`src/rtl/mealy_toggle_bank.sv`:
```
// Bank of independent 1-bit Mealy channels gated by a shared prescaler tick.
// Optional input synchronizer enabled by defining MEALY_SYNC_IN_EN.
module mealy_toggle_bank #(
    parameter int unsigned CH  = 4,
    parameter int unsigned DIV = 2
) (
    input  logic          CLK,
    input  logic          reset,
    input  logic [CH-1:0] A,
    input  logic          mode,
    output logic [CH-1:0] L,
    output logic          tick
);

    localparam int unsigned CW      = (DIV > 1) ? $clog2(DIV) : 1;
    localparam logic [CW-1:0] CNT_MAX = CW'(DIV - 1);

    typedef enum logic {
        S0 = 1'b0,
        S1 = 1'b1
    } ch_state_e;

    logic [CW-1:0] cnt_q, cnt_d;
    logic [CH-1:0] a_s;
    ch_state_e     st_q [CH];
    ch_state_e     st_d [CH];

    // Prescaler: wraps after DIV-1; tick is decoded straight from the count.
    assign tick = (cnt_q == CNT_MAX);

    always_comb begin
        cnt_d = cnt_q + CW'(1);
        if (tick) begin
            cnt_d = '0;
        end
    end

    always_ff @(posedge CLK or posedge reset) begin
        if (reset) begin
            cnt_q <= '0;
        end else begin
            cnt_q <= cnt_d;
        end
    end

`ifdef MEALY_SYNC_IN_EN
    logic [CH-1:0] sync1_q, sync1_d;
    logic [CH-1:0] sync2_q, sync2_d;

    always_comb begin
        sync1_d = A;
        sync2_d = sync1_q;
    end

    always_ff @(posedge CLK or posedge reset) begin
        if (reset) begin
            sync1_q <= '0;
            sync2_q <= '0;
        end else begin
            sync1_q <= sync1_d;
            sync2_q <= sync2_d;
        end
    end

    assign a_s = sync2_q;
`else
    assign a_s = A;
`endif

    // S1 clears on tick with a request in toggle mode, or on any tick in pulse mode.
    always_comb begin
        for (int unsigned i = 0; i < CH; i++) begin
            st_d[i] = st_q[i];
            case (st_q[i])
                S0: if (tick && a_s[i])           st_d[i] = S1;
                S1: if (tick && (mode || a_s[i])) st_d[i] = S0;
                default: st_d[i] = S0;
            endcase
        end
    end

    always_ff @(posedge CLK or posedge reset) begin
        if (reset) begin
            for (int unsigned i = 0; i < CH; i++) begin
                st_q[i] <= S0;
            end
        end else begin
            for (int unsigned i = 0; i < CH; i++) begin
                st_q[i] <= st_d[i];
            end
        end
    end

    always_comb begin
        L = '0;
        for (int unsigned i = 0; i < CH; i++) begin
            L[i] = (st_q[i] == S1);
        end
    end

endmodule

```
`config.mk`:
```
export PLATFORM = sky130hd
export DESIGN_NAME = mealy_toggle_bank
export DESIGN_NICKNAME = d
export VERILOG_FILES = /design/src/rtl/mealy_toggle_bank.sv
export SDC_FILE = /design/constraint.sdc
export NUM_CORES = 1
export LEC_CHECK = 0
export CAP_MARGIN = 20
export CELL_PAD_IN_SITES_DETAIL_PLACEMENT = 1
export CELL_PAD_IN_SITES_GLOBAL_PLACEMENT = 1
export CORE_AREA = 2 2 39 41
export DETAILED_ROUTE_END_ITERATION = 7
export DIE_AREA = 0 0 41 43
export GPL_ROUTABILITY_DRIVEN = 0
export HOLD_SLACK_MARGIN = 0.06
export PLACE_DENSITY = 0.56
export SLEW_MARGIN = 20
export SYNTH_ARGS = -nofsm -noshare
export SYNTH_HDL_FRONTEND = slang
export SYNTH_SLANG_ARGS = --single-unit
```
`constraint.sdc`:
```
create_clock -name CLK -period 1.47 [get_ports CLK]
set_input_delay 0.441 -clock CLK [delete_from_list [all_inputs] [get_ports CLK]]
set_output_delay 0.441 -clock CLK [all_outputs]
set_load 0.02 [all_outputs]
```
# Yosys cells after proc, flatten, opt, wreduce, memory -nomap -nowiden
# Cells that the tools add are included.
# totals
ff_bits,5
input_bits,7
out_inout_bits,5
word_cells,35
# classes
add_sub_neg,1
muxes,13
bitwise_logic,4
n_reduce_logical,12
# op_table
op,n
1-bit 2-to-1 mux,9
1-bit logical AND,8
1-bit one-hot mux with 2 select lines,4
1-bit logical OR,4
1-bit NOT,4
1-bit adder (second input constant),1

# Longest topological paths before layout
# logic_depth
word_depth,4
mapped_depth,3
depth_no_buf,2

# Worst setup path after synthesis
# OpenSTA, ideal clock, no wires.
# synth_timing
kind,reg-to-reg
start,"reg cnt_q, in the netlist tick"
end,reg st_q (netlist bit L[0])
arrival_ns,0.860
required_ns,1.349
slack_ns,0.489
path_stages_with_launch,4
path_buffers,1
period_less_slack_ns,0.981
path_cell_list,dfrtp_1 buf_6 o21ai_1 a22o_1
# synth_rtl
item,line_no,text
start: declaration,23,"logic [CW-1:0] cnt_q, cnt_d;"
start signal: assignment,42,cnt_q <= cnt_d;
end signal: indexed assignment,89,st_q[i] <= st_d[i];
end: declaration,25,ch_state_e st_q [CH];

# Worst setup path in the final report
# layout_timing
start,reg st_q (netlist bit L[3])
end,out L[3]
# layout_rtl
item,line_no,text
end: declaration,11,"output logic [CH-1:0] L,"
# No word-level cell between the ends.

==> flow_metrics.tcl <==
set metrics [dict create \
    outcome "finished clean" \
    viasPerCell 4.12 \
    synth-seq-cells 5 \
    cp-endpoint "L[3]" \
    cts-htree-levels 1 \
    synth_common_cells "dfrtp_1 (5), a22o_1 (4), nor2b_1 (4), o21ai_1 (4), inv_1 (2)" \
    insertion_delay_ns 0.24 \
    post-dp-hpwl_um 509 \
    start_util_pct 16.2 \
    synthTopCellsByArea "dfrtp_1 (56%), a22o_1 (16%), nor2b_1 (11%), o21ai_1 (8.9%), buf_6 (5.0%)" \
    ir_drop_uv 265 \
    r2r_end "L[2]" \
    period_needed_ns 1.40 \
    rsz0062_at_grt "false" \
    num_vias 210 \
    cp_data_required_time_ns 1.03 \
    crit_family "flip-flops" \
    cts_buffer_depth 2 \
    cts-root-buf "clkbuf_4" \
    grt_pass1_wl_um 1180 \
    cp_max_fo 3 \
    async_flop_share_pct 100 \
    wl_per_cell_um 12.5 \
    fp.dieH_um 43 \
    n_fill_cell 165 \
    max_stage_delay_ns 0.39 \
    antenna_found_initial 0 \
    cp_cell_sequence "dlygate4sd2_1" \
    setup_viol 0 \
    drive_gt1_share_pct 11.4 \
    die_x_um 41 \
    drc 0 \
    arrival_ns 0.96 \
    wl_um 638 \
    synth-edff-count 0 \
    synthesis.nets 27 \
    hold-worst-slack_ns 0.411 \
    synthCells 20 \
    p_leak_nw 0.178 \
    path_buf_inv 1 \
    gr-usage-all-layers_pct 11.2 \
    antennaDiodeCount 0 \
    synthMostInstantiatedCell "dfrtp_1" \
    core_mm2 0.00138 \
    cts.sinks 5 \
    max_slew_margin_pct 86.0 \
    ctsResizeCount 5 \
    drtIter0Drc 1 \
    drtAntennaViolNets 0 \
    die_area_mm2 0.00176 \
    fin_util_pct 26.8 \
    grt_max_degree 10 \
    startpoint "L[3]" \
    p_per_area_mw_per_mm2 1060 \
    fin_skew_ns 0.00321 \
    fin_crit_sh_pct 95.5 \
    synth_warnings 0 \
    hold_buffers 0 \
    setup.worst_path.end_class "output port" \
    worstHoldPathType "in -> async" \
    areaGrowthSynthToFinish_pct 65.4 \
    yosysTopAreaCell "dfrtp_1" \
    cpMaxStageDelayCell "dfrtp_1" \
    overflow 0 \
    synth-main-ff-cell "dfrtp_1" \
    worst_pin_slew_ns 0.209 \
    mappedNetlistArea_um2 224 \
    core.rowCount 14 \
    r2r_setup_slack_ns 0.55 \
    clkTransAtPathRegs_ns 0.04 \
    syn_area_per_cell_um2 11.2 \
    grt_pass1_vias 251 \
    max_cap_violations 0 \
    finalSetupTns_ns 0 \
    synth_cell_types 6 \
    worstRegToRegCells 3 \
    yosysSeqAreaShare_pct 55.9 \
    postCtsSetupBuffers 0 \
    path_depth 1 \
    slew_violations 0 \
    fmax_mhz 712 \
    io_buffers 11 \
    hold_viol_final 0 \
    critical_path_class "reg -> out" \
    firstDrtPassIters 4 \
    cts_tree "built" \
    ioPinCount 12 \
    timing.rr.start "tick" \
    cts_made_buffers 3 \
    synth_top_area_share_pct 55.9 \
    crit_path_start_kind "flop" \
    final_nets 43 \
]
[flip-flops by register name (all words and copies together) (netlist names)]
name,flops
tick,1
L,4
[cells in the final DEF, fill, tap and decap left out]
| cell type | n |
|---|---|
| clkbuf_1 | 1 |
| a22o_1 | 4 |
| buf_4 | 1 |
| dfrtp_1 | 5 |
| clkbuf_4 | 3 |
| clkdlybuf4s50_1 | 6 |
| o21ai_1 | 4 |
| nor2b_1 | 4 |
| dlygate4sd2_1 | 5 |
| inv_1 | 2 |
[cell families after synthesis]
kind of cell	count (synthesis)	synth area share [%]
AO/OA/AOI/OAI	8	24.6
AND/OR/NAND/NOR	4	11.2
flip-flops	5	55.9
buffers and inverters	3	8.38
[per-stage QoR]
step                setup WS (ns)  total power, W  instances  area (um2)
global placement           0.0609        0.000242         47         350
finish                     0.0665        0.000393         51         370
floorplan                   0.489        0.000197         20         224
detailed placement         0.0175        0.000247         47         350
global route               0.0277        0.000421         51         370
CTS                        0.0523        0.000404         51         370
[final cells by class]
cell class	count	area (um2)	share of cell area [%]
Inverter	2	7.51	2.03
Clock buffer	4	26.3	7.09
Multi-Input combinational cell	12	80.1	21.6
Sequential cell	5	125	33.8
Timing Repair Buffer	12	111	30.1
Tap cell	16	20.0	5.41
[where the power goes]
group / leakage (nW) / switching [W] / internal [W]
clock: 0.0150 / 0.0000545 / 0.000103
sequential: 0.0584 / 0.00000968 / 0.000150
combinational: 0.105 / 0.0000365 / 0.0000392
total: 0.178 / 0.000101 / 0.000292
[per-layer routing]
layer | vias up | wire length, um | part of all wire (%) | GRT usage, %
li1 | 101 | - | - | -
met1 | 100 | 220 | 34 | 11.4
met2 | 7 | 368 | 58 | 14.4
met3 | 2 | 29 | 4.5 | 4.71
met4 | 0 | 19 | 3.0 | 14.0
met5 | - | 0 | 0 | 0
[worst min-delay path by stage]
stage                from  depth (start not counted)    to  slack [ns]
finish              reset                          2  tick        0.41
global route        reset                          2  tick        0.45
CTS                 reset                          2  tick        0.41
detailed placement   L[1]                          1  L[1]        0.53
global placement     L[1]                          1  L[1]        0.51
floorplan           reset                          1  L[0]        0.22
[worst register-to-register path, delay by kind of cell (launching register included)]
kind | cells | cell delay (ns)
buffers and inverters | 1 | 0.15
DFF | 1 | 0.33
AOI/OAI and AO/OA | 2 | 0.32
Power figures use the tool's default switching activity.
